===== src/rtl/st7735_spi_sink_pkg.sv =====
// st7735_spi_sink_pkg
//  Shared definitions for the ST7735 SPI sink: command opcodes, command FSM
//  state encoding and the default panel geometry.
package st7735_spi_sink_pkg;

  localparam int DEFAULT_COLS = 160;
  localparam int DEFAULT_ROWS = 128;

  localparam logic [7:0] CMD_SWRESET = 8'h01;
  localparam logic [7:0] CMD_SLPOUT  = 8'h11;
  localparam logic [7:0] CMD_DISPOFF = 8'h28;
  localparam logic [7:0] CMD_DISPON  = 8'h29;
  localparam logic [7:0] CMD_CASET   = 8'h2A;
  localparam logic [7:0] CMD_RASET   = 8'h2B;
  localparam logic [7:0] CMD_RAMWR   = 8'h2C;

  typedef enum logic [1:0] {
    ST_IDLE,
    ST_PARAM,
    ST_PIX_HI,
    ST_PIX_LO
  } fsm_state_t;

  // Last valid address of an axis of n pixels, as an 8-bit window bound.
  function automatic logic [7:0] last_index(input int n);
    return 8'(n - 1);
  endfunction

endpackage


===== src/rtl/st7735_spi_sink_if.sv =====
// st7735_spi_sink_if
//  The 4-wire ST7735 link as seen at the panel.
//  sclk : SPI clock, idle high, data sampled on the rising edge
//  mosi : serial data, MSB first
//  dc   : 0 = command byte, 1 = data/parameter byte
//  cs   : active-low chip select
//  master drives the link (host / testbench), slave receives it (the sink).
interface st7735_spi_sink_if;
  logic sclk;
  logic mosi;
  logic dc;
  logic cs;

  modport master (output sclk, output mosi, output dc, output cs);
  modport slave  (input  sclk, input  mosi, input  dc, input  cs);
endinterface


===== src/rtl/st7735_spi_sink_spi_byte_rx.sv =====
// spi_byte_rx
//  Oversampling SPI byte receiver. Synchronises SCLK/MOSI/DC/CS into clk,
//  detects SCLK rising edges and assembles MSB-first bytes.
//  Ports:
//   clk, reset   system clock, async active-high reset
//   sclk/mosi/dc/cs  raw SPI inputs
//   byte_valid   one-clk strobe, rx_byte/byte_dc valid
//   rx_byte      received byte
//   byte_dc      DC level sampled with the 8th bit
//   framing_err  one-clk strobe when CS rises with 1..7 bits shifted
//  SYNC_STAGES must be at least 2.
module spi_byte_rx #(
  parameter int SYNC_STAGES = 2
) (
  input  logic       clk,
  input  logic       reset,
  input  logic       sclk,
  input  logic       mosi,
  input  logic       dc,
  input  logic       cs,
  output logic       byte_valid,
  output logic [7:0] rx_byte,
  output logic       byte_dc,
  output logic       framing_err
);

  logic [SYNC_STAGES-1:0] sclk_sync, mosi_sync, dc_sync, cs_sync;
  logic       sclk_prev;
  logic [6:0] shift_reg;
  logic [2:0] bit_cnt;
  logic       sclk_s, mosi_s, dc_s, cs_s, sclk_rise;

  // SCLK and CS come out of reset at their idle (high) level so that the
  // first clocks after reset do not look like an edge or a selected link.
  always_ff @(posedge clk or posedge reset) begin
    if (reset) begin
      sclk_sync <= '1;
      mosi_sync <= '0;
      dc_sync   <= '0;
      cs_sync   <= '1;
      sclk_prev <= 1'b1;
    end else begin
      sclk_sync <= {sclk_sync[SYNC_STAGES-2:0], sclk};
      mosi_sync <= {mosi_sync[SYNC_STAGES-2:0], mosi};
      dc_sync   <= {dc_sync[SYNC_STAGES-2:0], dc};
      cs_sync   <= {cs_sync[SYNC_STAGES-2:0], cs};
      sclk_prev <= sclk_s;
    end
  end

  assign sclk_s    = sclk_sync[SYNC_STAGES-1];
  assign mosi_s    = mosi_sync[SYNC_STAGES-1];
  assign dc_s      = dc_sync[SYNC_STAGES-1];
  assign cs_s      = cs_sync[SYNC_STAGES-1];
  assign sclk_rise = sclk_s & ~sclk_prev;

  // A deselected link has priority over a simultaneous SCLK edge.
  always_ff @(posedge clk or posedge reset) begin
    if (reset) begin
      shift_reg   <= '0;
      bit_cnt     <= '0;
      byte_valid  <= 1'b0;
      rx_byte     <= '0;
      byte_dc     <= 1'b0;
      framing_err <= 1'b0;
    end else begin
      byte_valid  <= 1'b0;
      framing_err <= 1'b0;
      if (cs_s) begin
        framing_err <= (bit_cnt != 3'd0);
        bit_cnt     <= '0;
      end else if (sclk_rise) begin
        if (bit_cnt == 3'd7) begin
          byte_valid <= 1'b1;
          rx_byte    <= {shift_reg, mosi_s};
          byte_dc    <= dc_s;
          bit_cnt    <= '0;
        end else begin
          shift_reg <= {shift_reg[5:0], mosi_s};
          bit_cnt   <= bit_cnt + 3'd1;
        end
      end
    end
  end

endmodule


===== src/rtl/st7735_spi_sink.sv =====
// st7735_spi_sink
//  Display-side responder for the ST7735 SPI link. Decodes the command
//  subset (SWRESET, SLPOUT, DISPOFF, DISPON, CASET, RASET, RAMWR) and turns
//  RAMWR data into addressed RGB565 framebuffer writes.
//  Ports:
//   clk, reset   system clock (>= 4x SCLK), async active-high reset
//   spi          SPI link, slave modport
//   pix_valid    one-clk strobe, pix_x/pix_y/pix_data valid
//   pix_x/pix_y  column/row of the written pixel
//   pix_data     RGB565 pixel, first byte received in [15:8]
//   cmd_valid    one-clk strobe per command byte, cmd_byte = opcode
//   sleep_out    set by SLPOUT, cleared by SWRESET
//   display_on   set by DISPON, cleared by DISPOFF/SWRESET
//   frame_done   one-clk strobe when the write pointer wraps past (xe,ye)
//   framing_err  one-clk strobe when CS rises mid-byte
module st7735_spi_sink
  import st7735_spi_sink_pkg::*;
#(
  parameter int COLS        = DEFAULT_COLS,
  parameter int ROWS        = DEFAULT_ROWS,
  parameter int SYNC_STAGES = 2
) (
  input  logic                    clk,
  input  logic                    reset,
  st7735_spi_sink_if.slave        spi,
  output logic                    pix_valid,
  output logic [7:0]              pix_x,
  output logic [7:0]              pix_y,
  output logic [15:0]             pix_data,
  output logic                    cmd_valid,
  output logic [7:0]              cmd_byte,
  output logic                    sleep_out,
  output logic                    display_on,
  output logic                    frame_done,
  output logic                    framing_err
);

  localparam logic [8:0] COLS_W = 9'(COLS);
  localparam logic [8:0] ROWS_W = 9'(ROWS);
  localparam logic [7:0] XE_DEF = last_index(COLS);
  localparam logic [7:0] YE_DEF = last_index(ROWS);

  logic       byte_valid, byte_dc;
  logic [7:0] rx_byte;

  spi_byte_rx #(.SYNC_STAGES(SYNC_STAGES)) u_rx (
    .clk         (clk),
    .reset       (reset),
    .sclk        (spi.sclk),
    .mosi        (spi.mosi),
    .dc          (spi.dc),
    .cs          (spi.cs),
    .byte_valid  (byte_valid),
    .rx_byte     (rx_byte),
    .byte_dc     (byte_dc),
    .framing_err (framing_err)
  );

  fsm_state_t state, state_next;
  logic [7:0] xs, xe, ys, ye, x, y;
  logic [7:0] s_lo, hi_byte;
  logic [1:0] param_idx;
  logic       param_row;
  logic       is_cmd, is_data, in_range, pix_fire, frame_fire, param_commit;

  assign is_cmd   = byte_valid & ~byte_dc;
  assign is_data  = byte_valid & byte_dc;
  assign in_range = ({1'b0, x} < COLS_W) && ({1'b0, y} < ROWS_W);

  always_ff @(posedge clk or posedge reset) begin
    if (reset) state <= ST_IDLE;
    else       state <= state_next;
  end

  // A command byte always overrides whatever the FSM was collecting.
  always_comb begin
    state_next   = state;
    pix_fire     = 1'b0;
    frame_fire   = 1'b0;
    param_commit = 1'b0;
    if (is_cmd) begin
      case (rx_byte)
        CMD_CASET, CMD_RASET: state_next = ST_PARAM;
        CMD_RAMWR:            state_next = ST_PIX_HI;
        default:              state_next = ST_IDLE;
      endcase
    end else if (is_data) begin
      case (state)
        ST_PARAM: begin
          if (param_idx == 2'd3) begin
            state_next   = ST_IDLE;
            param_commit = (s_lo <= rx_byte);
          end
        end
        ST_PIX_HI: state_next = ST_PIX_LO;
        ST_PIX_LO: begin
          state_next = ST_PIX_HI;
          pix_fire   = in_range;
          frame_fire = (x == xe) && (y == ye);
        end
        default: state_next = ST_IDLE;
      endcase
    end
  end

  // Window, pointer and status registers. The pointer advances even for
  // off-panel pixels so the stream stays aligned with the host's view.
  always_ff @(posedge clk or posedge reset) begin
    if (reset) begin
      xs         <= '0;
      xe         <= XE_DEF;
      ys         <= '0;
      ye         <= YE_DEF;
      x          <= '0;
      y          <= '0;
      s_lo       <= '0;
      hi_byte    <= '0;
      param_idx  <= '0;
      param_row  <= 1'b0;
      pix_valid  <= 1'b0;
      pix_x      <= '0;
      pix_y      <= '0;
      pix_data   <= '0;
      cmd_valid  <= 1'b0;
      cmd_byte   <= '0;
      sleep_out  <= 1'b0;
      display_on <= 1'b0;
      frame_done <= 1'b0;
    end else begin
      cmd_valid  <= 1'b0;
      pix_valid  <= pix_fire;
      frame_done <= frame_fire;
      if (is_cmd) begin
        cmd_valid <= 1'b1;
        cmd_byte  <= rx_byte;
        case (rx_byte)
          CMD_SWRESET: begin
            xs         <= '0;
            xe         <= XE_DEF;
            ys         <= '0;
            ye         <= YE_DEF;
            sleep_out  <= 1'b0;
            display_on <= 1'b0;
          end
          CMD_SLPOUT:  sleep_out  <= 1'b1;
          CMD_DISPON:  display_on <= 1'b1;
          CMD_DISPOFF: display_on <= 1'b0;
          CMD_CASET: begin
            param_idx <= '0;
            param_row <= 1'b0;
          end
          CMD_RASET: begin
            param_idx <= '0;
            param_row <= 1'b1;
          end
          CMD_RAMWR: begin
            x <= xs;
            y <= ys;
          end
          default: ;
        endcase
      end else if (is_data) begin
        case (state)
          ST_PARAM: begin
            param_idx <= param_idx + 2'd1;
            if (param_idx == 2'd1) s_lo <= rx_byte;
            if (param_commit) begin
              if (param_row) begin
                ys <= s_lo;
                ye <= rx_byte;
              end else begin
                xs <= s_lo;
                xe <= rx_byte;
              end
            end
          end
          ST_PIX_HI: hi_byte <= rx_byte;
          ST_PIX_LO: begin
            pix_x    <= x;
            pix_y    <= y;
            pix_data <= {hi_byte, rx_byte};
            if (x == xe) begin
              x <= xs;
              if (y == ye) y <= ys;
              else         y <= y + 8'd1;
            end else begin
              x <= x + 8'd1;
            end
          end
          default: ;
        endcase
      end
    end
  end

endmodule

===== src/flat_wrapper.sv =====
// flat-port wrapper written by rule: the top's interface ports become plain ports
module st7735_spi_sink_flat import st7735_spi_sink_pkg::*;
#(
  parameter int COLS        = DEFAULT_COLS,
  parameter int ROWS        = DEFAULT_ROWS,
  parameter int SYNC_STAGES = 2
)
  (clk, reset, pix_valid, pix_x, pix_y, pix_data, cmd_valid, cmd_byte, sleep_out, display_on, frame_done, framing_err, spi_sclk, spi_mosi, spi_dc, spi_cs);
  st7735_spi_sink_if spi_i ();
  input  logic clk;
  input  logic reset;
  output logic pix_valid;
  output logic [7:0] pix_x;
  output logic [7:0] pix_y;
  output logic [15:0] pix_data;
  output logic cmd_valid;
  output logic [7:0] cmd_byte;
  output logic sleep_out;
  output logic display_on;
  output logic frame_done;
  output logic framing_err;
  input wire logic [$bits(spi_i.sclk)-1:0] spi_sclk;
  input wire logic [$bits(spi_i.mosi)-1:0] spi_mosi;
  input wire logic [$bits(spi_i.dc)-1:0] spi_dc;
  input wire logic [$bits(spi_i.cs)-1:0] spi_cs;
  assign spi_i.sclk = spi_sclk;
  assign spi_i.mosi = spi_mosi;
  assign spi_i.dc = spi_dc;
  assign spi_i.cs = spi_cs;
  st7735_spi_sink #(.COLS(COLS), .ROWS(ROWS), .SYNC_STAGES(SYNC_STAGES)) u_core (.clk(clk), .reset(reset), .spi(spi_i), .pix_valid(pix_valid), .pix_x(pix_x), .pix_y(pix_y), .pix_data(pix_data), .cmd_valid(cmd_valid), .cmd_byte(cmd_byte), .sleep_out(sleep_out), .display_on(display_on), .frame_done(frame_done), .framing_err(framing_err));
endmodule

===== config.mk =====
export PLATFORM = sky130hd
export DESIGN_NAME = st7735_spi_sink_flat
export DESIGN_NICKNAME = d
export VERILOG_FILES = /design/src/rtl/st7735_spi_sink_pkg.sv /design/src/rtl/st7735_spi_sink_if.sv /design/src/rtl/st7735_spi_sink_spi_byte_rx.sv /design/src/rtl/st7735_spi_sink.sv /design/src/flat_wrapper.sv
export SDC_FILE = /design/constraint.sdc
export NUM_CORES = 1
export LEC_CHECK = 0
export CAP_MARGIN = 10
export CORE_ASPECT_RATIO = 0.8
export CORE_MARGIN = 4
export CORE_UTILIZATION = 60
export DETAILED_ROUTE_END_ITERATION = 6
export GPL_ROUTABILITY_DRIVEN = 0
export PLACE_DENSITY = 0.82
export SYNTH_ARGS = -nofsm -noshare
export SYNTH_HDL_FRONTEND = slang
export SYNTH_SLANG_ARGS = --single-unit

===== constraint.sdc =====
create_clock -name clk -period 8.85 [get_ports clk]
set_clock_uncertainty 0.1 [all_clocks]
set_input_delay 2.655 -clock clk [delete_from_list [all_inputs] [get_ports clk]]
set_output_delay 2.655 -clock clk [all_outputs]
set_load 0.02 [all_outputs]

-- After elaboration in Yosys (flattened, before gate mapping)
Index checks and enable logic that the tools add are counted.
- register bits: 144
- input port bits: 6
- output and inout port bits: 46
- word-level logic and storage cells: 159
- $add $sub $neg: 4
- $lt $le $gt $ge: 3
- reductions and logical operators: 29
- mux-type cells: 64
- bitwise logic cells: 8
- equal/unequal tests: 20
- operator list (kind ; count):
    8-bit two-way mux ; 34
    8-bit by 6-bit == test with 1-bit output (second input constant) ; 5
    2-bit nonzero test ; 10
    3-bit AND reduction ; 6
    8-bit by 1-bit adder with 8-bit output (second input constant) ; 2
    8-bit == test ; 2
    8-bit less-than comparator (second input constant) ; 2
    1-bit two-way mux ; 15
    2-bit two-way mux ; 7
    5-bit AND reduction ; 2
    3-bit two-way mux ; 3
    8-bit by 1-bit == test with 1-bit output (second input constant) ; 1
    8-bit by 5-bit == test with 1-bit output (second input constant) ; 1
    8-bit less-or-equal comparator ; 1
    2-bit != test (second input constant) ; 4
    2-bit AND reduction ; 4
    4-bit AND reduction ; 2
    2-bit == test (second input constant) ; 3
    1-bit one-hot mux with 2 select lines ; 3
    2-bit one-hot mux with 3 select lines ; 1
    1-bit NOT ; 5
    2-bit by 1-bit == test with 1-bit output (second input constant) ; 2
    2-bit one-hot mux with 2 select lines ; 1
    2-bit OR reduction ; 2
    7 further kinds ; 10

-- Longest topological paths before layout
Gate-level depths: netlist of the first run.
- depth in word-level cells: 9
- gate-level depth with buffers: 9
- gate-level depth less buffers: 8

-- Cells and area by module
Synthesis of the first run repeated with hierarchy kept, for this count alone.
- cell total of the unflattened synthesis: 545
- area total of the unflattened synthesis: 6274.8 um^2
- modules (own cells, without submodules) (module ; cells each ; sequential area each (um^2) ; area an instance (um^2) ; instances):
    st7735_spi_sink ; 479 ; 2869.0 ; 5167.5 ; 1
    spi_byte_rx ; 66 ; 757.0 ; 1107.3 ; 1

-- Worst setup path before layout of the first run
Ideal clock, no wire load.
- path type: register to output
- start point: reg u_core.cmd_byte[0]
- end point: out cmd_byte[0]
- path buffers: 0
- required time: 6095 ps
- arrival time: 425 ps
- stages on the path, launching flop included: 1
- slack: 5670 ps
- path through: dfrtp_1
- RTL lines (what ; RTL line ; text):
    from (decl) ; st7735_spi_sink.sv:31 ; output logic [7:0] cmd_byte,
    from (signal assigned) ; st7735_spi_sink.sv:135 ; cmd_byte <= rx_byte;
    to (decl) ; flat_wrapper.sv:17 ; output logic [7:0] cmd_byte;
No word-level cell between the ends.

-- Worst setup path after layout of the first run
- start point: reg u_core.cmd_byte[7]
- end point: out cmd_byte[7]
No word-level cell between the ends.

==> summary.md, run 1 <==
| Metric | Value |
|---|---|
| Met2 Usage GRT | 0.416 |
| Clk pin slew, worst setup/hold paths | 0.06 ns |
| Worst skew pair latency | 0.42 ns |
| CTS root buf | clkbuf_16 |
| Critical Path Source | u_core.cmd_byte[7] |
| Crit path kind | reg -> out |
| Vias in the first global route | 4597 |
| Std cell rows | 33 |
| Layout cells sized above 1 | 0.162 |
| Synth top area share | 0.500 |
| Critical Path, Cell by Cell | clkdlybuf4s50_1 |
| Final net count | roughly 630 |
| Worst path top cell family by delay | buffers and inverters |
| Quantity of hold-fixing buffers added after cts | 0 |
| Core ar. | approximately 0.01 sq mm |
| Worst setup endpoint | cmd_byte[7] |
| Highest clock rate | ~240 MHz |
| Crit path required time | 6.10 ns |
| Die width | 123 um |
| Vias | ~4400 |
| H-tree Lvls | 4 |
| Worst min path class | reg -> reg |
| Power per cell area | about 190 mW/mm^2 |
| Final hold viol count | 0 |
| Die area | 0.0122 sq mm |
| Dominant cell by count in the synthesized netlist | dfrtp_1 |
| Routed vias/inst | 5.72 |
| Leakage | about 0.0037 uW |
| Synthesized flop and latch total | around 140 |
| Remaining DRCs | 0 |
| Reg2reg path depth | 7 |
| Post-CTS resize count | 0 |
| Top reg by flops | u_core.pix_data |
| Async S/R FF share, synth | 1.00 |
| Setup-failing EPs final | 0 |
| Post-CTS Setup Repair Bufs | 0 |
| Post-synth net total | between 500 and 600 |
| Final setup margin | ~4.7 ns |
| Post-synth top cells | dfrtp_1, nand2_1, o21ai_0 |
| Ports | 52 |
| Cell variety after synth | 49 |
| Reg2reg start | u_core.u_rx.byte_dc |
| R2r setup slk | 5.59 ns |
| Startpoint types | flip-flop |
| Overall Power | 1390 uW |
| M3 GR Usage | 0.0586 |
| HPWL Detailed | 8890 um |
| Rel. slew slack | 0.380 |
| Placed insts | about 730 |
| Cell area after synthesis | 0.00631 sq mm |
| Final WL | between 10000 and 15000 um |
| Reported max-cap violation count | 0 |
| Met1 GRT Util | 0.309 |
| Worst path depth | 1 |
| Worst reg2reg endpoint | u_core.y[3] |
| Number of flops mapped to enable cells by yosys | 0 |
| Clock Path Buffers | 2 |
| Crit share post-route | 0.472 |
| Layout Cells excl Fill | between 700 and 800 |
| Syn Area/Cell | 11.3 sq um |
| Number of buffers created by CTS | 17 |
| CP max FO | 2 |
| Synth Warn # | 0 |
| Post-route ant nets | 0 |
| FILL cells | 709 |
| Min cycle time layout | 4.17 ns |
| Slowest cell on crit path | clkdlybuf4s50_1 |
| Initial core utilization | 0.616 |
| Worst-Margin Slew | 0.925 ns |
| Max reg flops | 16 |
| Dpl ws | 4.23 ns |
| Max stage delay on crit path | roughly 0.62 ns |
| GRT overflow | 0 |
| Post-synth top flop | dfrtp_1 |
| Tot GR Track Use | 0.246 |
| Largest cells by area after synthesis | dfrtp_1, dfstp_2, mux2i_1 |
| Setup TNS | 0 ns |
| I/O Buffers | slightly above 50 |
| Slew Limit Fails | 0 |
| Largest net degree at the start of global routing | 79 |
| Antenna violations before repair | 0 |
| First-pass GRT wire length | 22900 um |
| Mapped Cells | 559 |
| Routed WL per cell | 18.0 um |
| TritonCTS clock tree | done |
| RSZ-0062 raised after global routing | false |
| 1st-iter DRT viols | 385 |
| Sequential area share after synthesis | 0.574 |
| Die H | 99.7 um |
| Arrival time worst endpoint | 1.42 ns |
| Pre-Repair DR Iteration Count | 5 |
| Area growth syn-to-layout | 18.5% |
| # diodes | 0 |
| Worst VDD drop | 136 uV |
| Crit. End Element | primary output |
| CP Buf/Inv Count | 1 |
| Total clock sinks | ~140 |
| Cell taking the most area after synthesis | dfrtp_1 |
| Gr busiest metal | met2 |
| Status | finished clean |
[area by class of cell]
| class | count | area (sq um) | share of cell area |
|---|---|---|---|
| inverter | 29 | 115 | 0.0154 |
| sequential | 144 | 3630 | 0.485 |
| clock buffer | 18 | 429 | 0.0574 |
| clock inverter | 14 | 134 | 0.0179 |
| multi-input combinational | 364 | 2470 | 0.330 |
| timing repair buffer | 54 | 533 | 0.0712 |
| tap | 140 | 175 | 0.0234 |
[cell families (layout without fill, tap and decap cells)]
logic type / after synthesis / in the layout / share of synthesized area
simple gates: 166 / 166 / 0.125
compound gates: 90 / 90 / 0.0848
mux: 77 / 77 / 0.129
buf+inv: 51 / 115 / 0.0343
xor+xnor: 16 / 16 / 0.0222
flops: 144 / 144 / 0.574
fa+ha+maj: 15 / 15 / 0.0297
[placed cells by master, fill, tap and decap left out, types with 5 or more instances in the layout]
cell             synthesis  final
o21ai_0                 49     49
nand2b_1                 8      8
a21oi_1                 16     16
dfrtp_1                126    126
nor2_1                  31     31
clkbuf_16                0     17
dfstp_2                 18     18
clkdlybuf4s50_1          0     51
and3_1                   9      9
inv_1                   26     25
nand2_1                 82     82
ha_1                    15     15
nand3_1                  9      9
clkinvlp_4               0      5
xor2_1                  16     16
mux2i_1                 41     41
nand4_1                  5      5
mux2_2                  35     35
[per-stage QoR]
step | util | area, sq um | hold slack, ns
after floorplan | - | 6310 | 0.231
after global placement | 0.676 | 6920 | 0.235
after detailed placement | 0.676 | 6920 | 0.239
after CTS | 0.731 | 7480 | 0.253
after global routing | 0.731 | 7480 | 0.255
final | 0.731 | 7480 | 0.249
[where the power goes]
part | internal [uW] | switching [uW]
clock | 389 | 278
sequential | 676 | 11.3
combinational | 13.9 | 17.7
[worst min path at each step]
| stage | startpoint | to | slack [ns] | depth (start not counted) |
|---|---|---|---|---|
| floorplan | u_core.u_rx.dc_sync[0] | u_core.u_rx.dc_sync[1] | 0.23 | 0 |
| global placement | u_core.u_rx.mosi_sync[0] | u_core.u_rx.mosi_sync[1] | 0.23 | 0 |
| detailed placement | u_core.u_rx.mosi_sync[0] | u_core.u_rx.mosi_sync[1] | 0.24 | 0 |
| CTS | u_core.u_rx.dc_sync[0] | u_core.u_rx.dc_sync[1] | 0.25 | 0 |
| global route | u_core.u_rx.dc_sync[0] | u_core.u_rx.dc_sync[1] | 0.25 | 0 |
| finish | u_core.u_rx.mosi_sync[0] | u_core.u_rx.mosi_sync[1] | 0.25 | 0 |
[layer usage]
layer | wire length (um) | vias to the layer above
li1 | - | 2018
met1 | 5670 | 2184
met2 | 7040 | 145
met3 | 825 | 21
met4 | 196 | 0
met5 | 0 | -
Note: power is estimated with default switching activity, not from simulation.
==> inputs of run 2 (changes only) <==
CORE_UTILIZATION = 58   (was 60)
PLACE_DENSITY = 0.8   (was 0.82)
clock period = 4.1 ns   (was 8.85 ns; I/O delays follow)
==> summary.md, run 2 (synthesis gave the netlist of run 1 again) <==
| Metric | Value |
|---|---|
| Status | finished with violations (was finished clean) |
| Failing checks | design-rule violations |
| # diodes | 0 (unchanged) |
| Die width | 125 um (was 123 um) |
| CTS root buf | clkbuf_16 (unchanged) |
| Max reg flops | 16 (unchanged) |
| Slowest cell on crit path | o2111ai_4 (was clkdlybuf4s50_1) |
| Worst-Margin Slew | 0.964 ns (was 0.925 ns) |
| Reg area | 0.00363 sq mm (unchanged) |
| First-pass GRT wire length | 23000 um (was 22900 um) |
| Final hold viol count | 0 (unchanged) |
| Number of buffers created by CTS | 17 (unchanged) |
| Layout Cells excl Fill | 765 (was 763) |
| GRT overflow | 0 (unchanged) |
| Highest clock rate | 326 MHz |
| Tot GR Track Use | 0.233 (was 0.246) |
| Routed vias/inst | 5.80 (was 5.72) |
| Antenna violations before repair | 0 (unchanged) |
| Largest net degree at the start of global routing | 48 (was 79) |
| R2r setup slk | 1.04 ns (was 5.59 ns) |
| Remaining DRCs | 1 (was 0) |
| Commonest non-fill, non-tap cell in the layout | dfrtp_1 (unchanged) |
| Post-CTS Setup Repair Bufs | 0 (unchanged) |
| Std cell rows | 33 (unchanged) |
| Clk pin slew, worst setup/hold paths | 0.06 ns (about the same) |
| Critical Path Source | u_core.u_rx.byte_dc (was u_core.cmd_byte[7]) |
| Area growth syn-to-layout | 20.3% (was 18.5%) |
| Setup-failing EPs final | 0 (unchanged) |
| Leakage | 0.00373 uW (was 0.00368 uW) |
| Placed insts | 733 (was 731) |
| Max stage delay on crit path | 0.66 ns (was 0.62 ns) |
| Worst path top cell family by delay | simple AND/OR/NAND/NOR gates (was buffers and inverters) |
| Crit share post-route | 0.747 |
| Vias in the first global route | 4517 (was 4597) |
| Hold path endpoint | u_core.u_rx.dc_sync[1] (was u_core.u_rx.mosi_sync[1]) |
| Die area | 0.0126 sq mm (was 0.0122 sq mm) |
| Vias | 4440 (was 4368) |
| Layout cells sized above 1 | 0.166 (was 0.162) |
| Min cycle time layout | 3.06 ns |
| Crit path required time | 4.35 ns (was 6.10 ns) |
| Reg2reg path depth | 6 (was 7) |
| Setup TNS | 0 ns (unchanged) |
| Commonest non-fill, non-tap cells in the layout | dfrtp_1, nand2_1, clkdlybuf4s50_1 (unchanged) |
| Startpoint types | flip-flop (unchanged) |
| Arrival time worst endpoint | 3.31 ns (was 1.42 ns) |
| Total clock sinks | 144 (unchanged) |
| FILL cells | 701 (was 709) |
| Hold path startpoint | u_core.u_rx.dc_sync[0] (was u_core.u_rx.mosi_sync[0]) |
| Worst skew pair latency | 0.42 ns (about the same) |
| Quantity of hold-fixing buffers added after cts | 0 (unchanged) |
| Initial core utilization | 0.604 (was 0.616) |
| Top reg by flops | u_core.pix_data (unchanged) |
| CP Buf/Inv Count | 1 (unchanged) |
| Hold Path Cell Cnt | 0 (unchanged) |
| Crit. End Element | flip-flop (was primary output) |
| Post-CTS resize count | 0 (unchanged) |
| Reported max-cap violation count | 0 (unchanged) |
| Crit path kind | reg -> reg (was reg -> out) |
| Ports | 52 (unchanged) |
| Worst reg2reg endpoint | u_core.ye[0] (was u_core.y[3]) |
| Area occupied by multi-input gates | 0.00247 sq mm (unchanged) |
| Reg2reg start | u_core.u_rx.byte_dc (unchanged) |
| Routed WL per cell | 18.1 um (was 18.0 um) |
| Final net count | 633 (was 631) |
| Worst min path class | reg -> reg (unchanged) |
| H-tree Lvls | 4 (unchanged) |
| Critical Path, Cell by Cell | nand2b_1 > nor3_4 > nand2_2 > clkinv_2 > o2111ai_4 > mux2_2 (was clkdlybuf4s50_1) |
| Final WL | 13900 um (was 13700 um) |
| HPWL Detailed | 9270 um (was 8890 um) |
| Core ar. | 0.0104 sq mm (was 0.0102 sq mm) |
| Die H | 101 um (was 99.7 um) |
| Power per cell area | 415 mW/mm^2 (was 185 mW/mm^2) |
| Post-route ant nets | 0 (unchanged) |
| CP max FO | 23 (was 2) |
| Final core occ | 0.727 (was 0.731) |
| I/O Buffers | 51 (unchanged) |
| RSZ-0062 raised after global routing | false (unchanged) |
| Worst VDD drop | 293 uV (was 136 uV) |
| Rel. slew slack | 0.354 (was 0.380) |
| Slew Limit Fails | 0 (unchanged) |
| Pre-Repair DR Iteration Count | 7 (was 5) |
| TritonCTS clock tree | done (unchanged) |
| Clock Path Buffers | 2 (unchanged) |
| 1st-iter DRT viols | 396 (was 385) |
[run 2: layer usage]
layer,global-route usage,wire length (um)
met3,0.0506,843
met4,0.0834,277
met1,0.304,5880
met5,0,0
met2,0.394,6850
[run 2: power by group]
group	internal, uW	switching (uW)
Sequential	1460	21.4
Combinational	35.0	39.1
Clock	982	614
Total	2480	674
[run 2: worst register-to-register path: stages, from the launching register on]
cell and delay (ns):
dfrtp_1 0.42, nand2b_1 0.59, nor3_4 0.09, nand2_2 0.40
clkinv_2 0.31, o2111ai_4 0.66, mux2_2 0.42
[run 2: stage by stage]
step | setup WS [ns] | hold WS (ns) | power (uW) | area, sq um
floorplan | 0.980 | 0.231 | 1550 | 6320
global placement | 1.18 | 0.234 | 1580 | 6970
detailed placement | 1.08 | 0.236 | 1580 | 6970
CTS | 1.03 | 0.251 | 3170 | 7590
global route | 0.786 | 0.261 | 3250 | 7590
finish | 1.04 | 0.249 | 3150 | 7590
[run 2: worst max path at each step]
stage	end	depth (start not counted)
2_1_floorplan	u_core.cmd_byte[0]	1
3_3_place_gp	u_core.ye[0]	6
3_5_place_dp	u_core.ye[0]	6
4_1_cts	u_core.ye[0]	6
5_1_grt	u_core.ye[0]	6
6_report	u_core.ye[0]	6
[run 2: area by class of cell]
| type | count | share of cell area |
|---|---|---|
| well taps | 140 | 0.0231 |
| flip-flops and latches | 144 | 0.478 |
| clock buffers | 18 | 0.0579 |
| clock inverters | 14 | 0.0239 |
| repair buffers | 56 | 0.0771 |
| multi-input cells | 364 | 0.325 |
| inverters | 29 | 0.0150 |
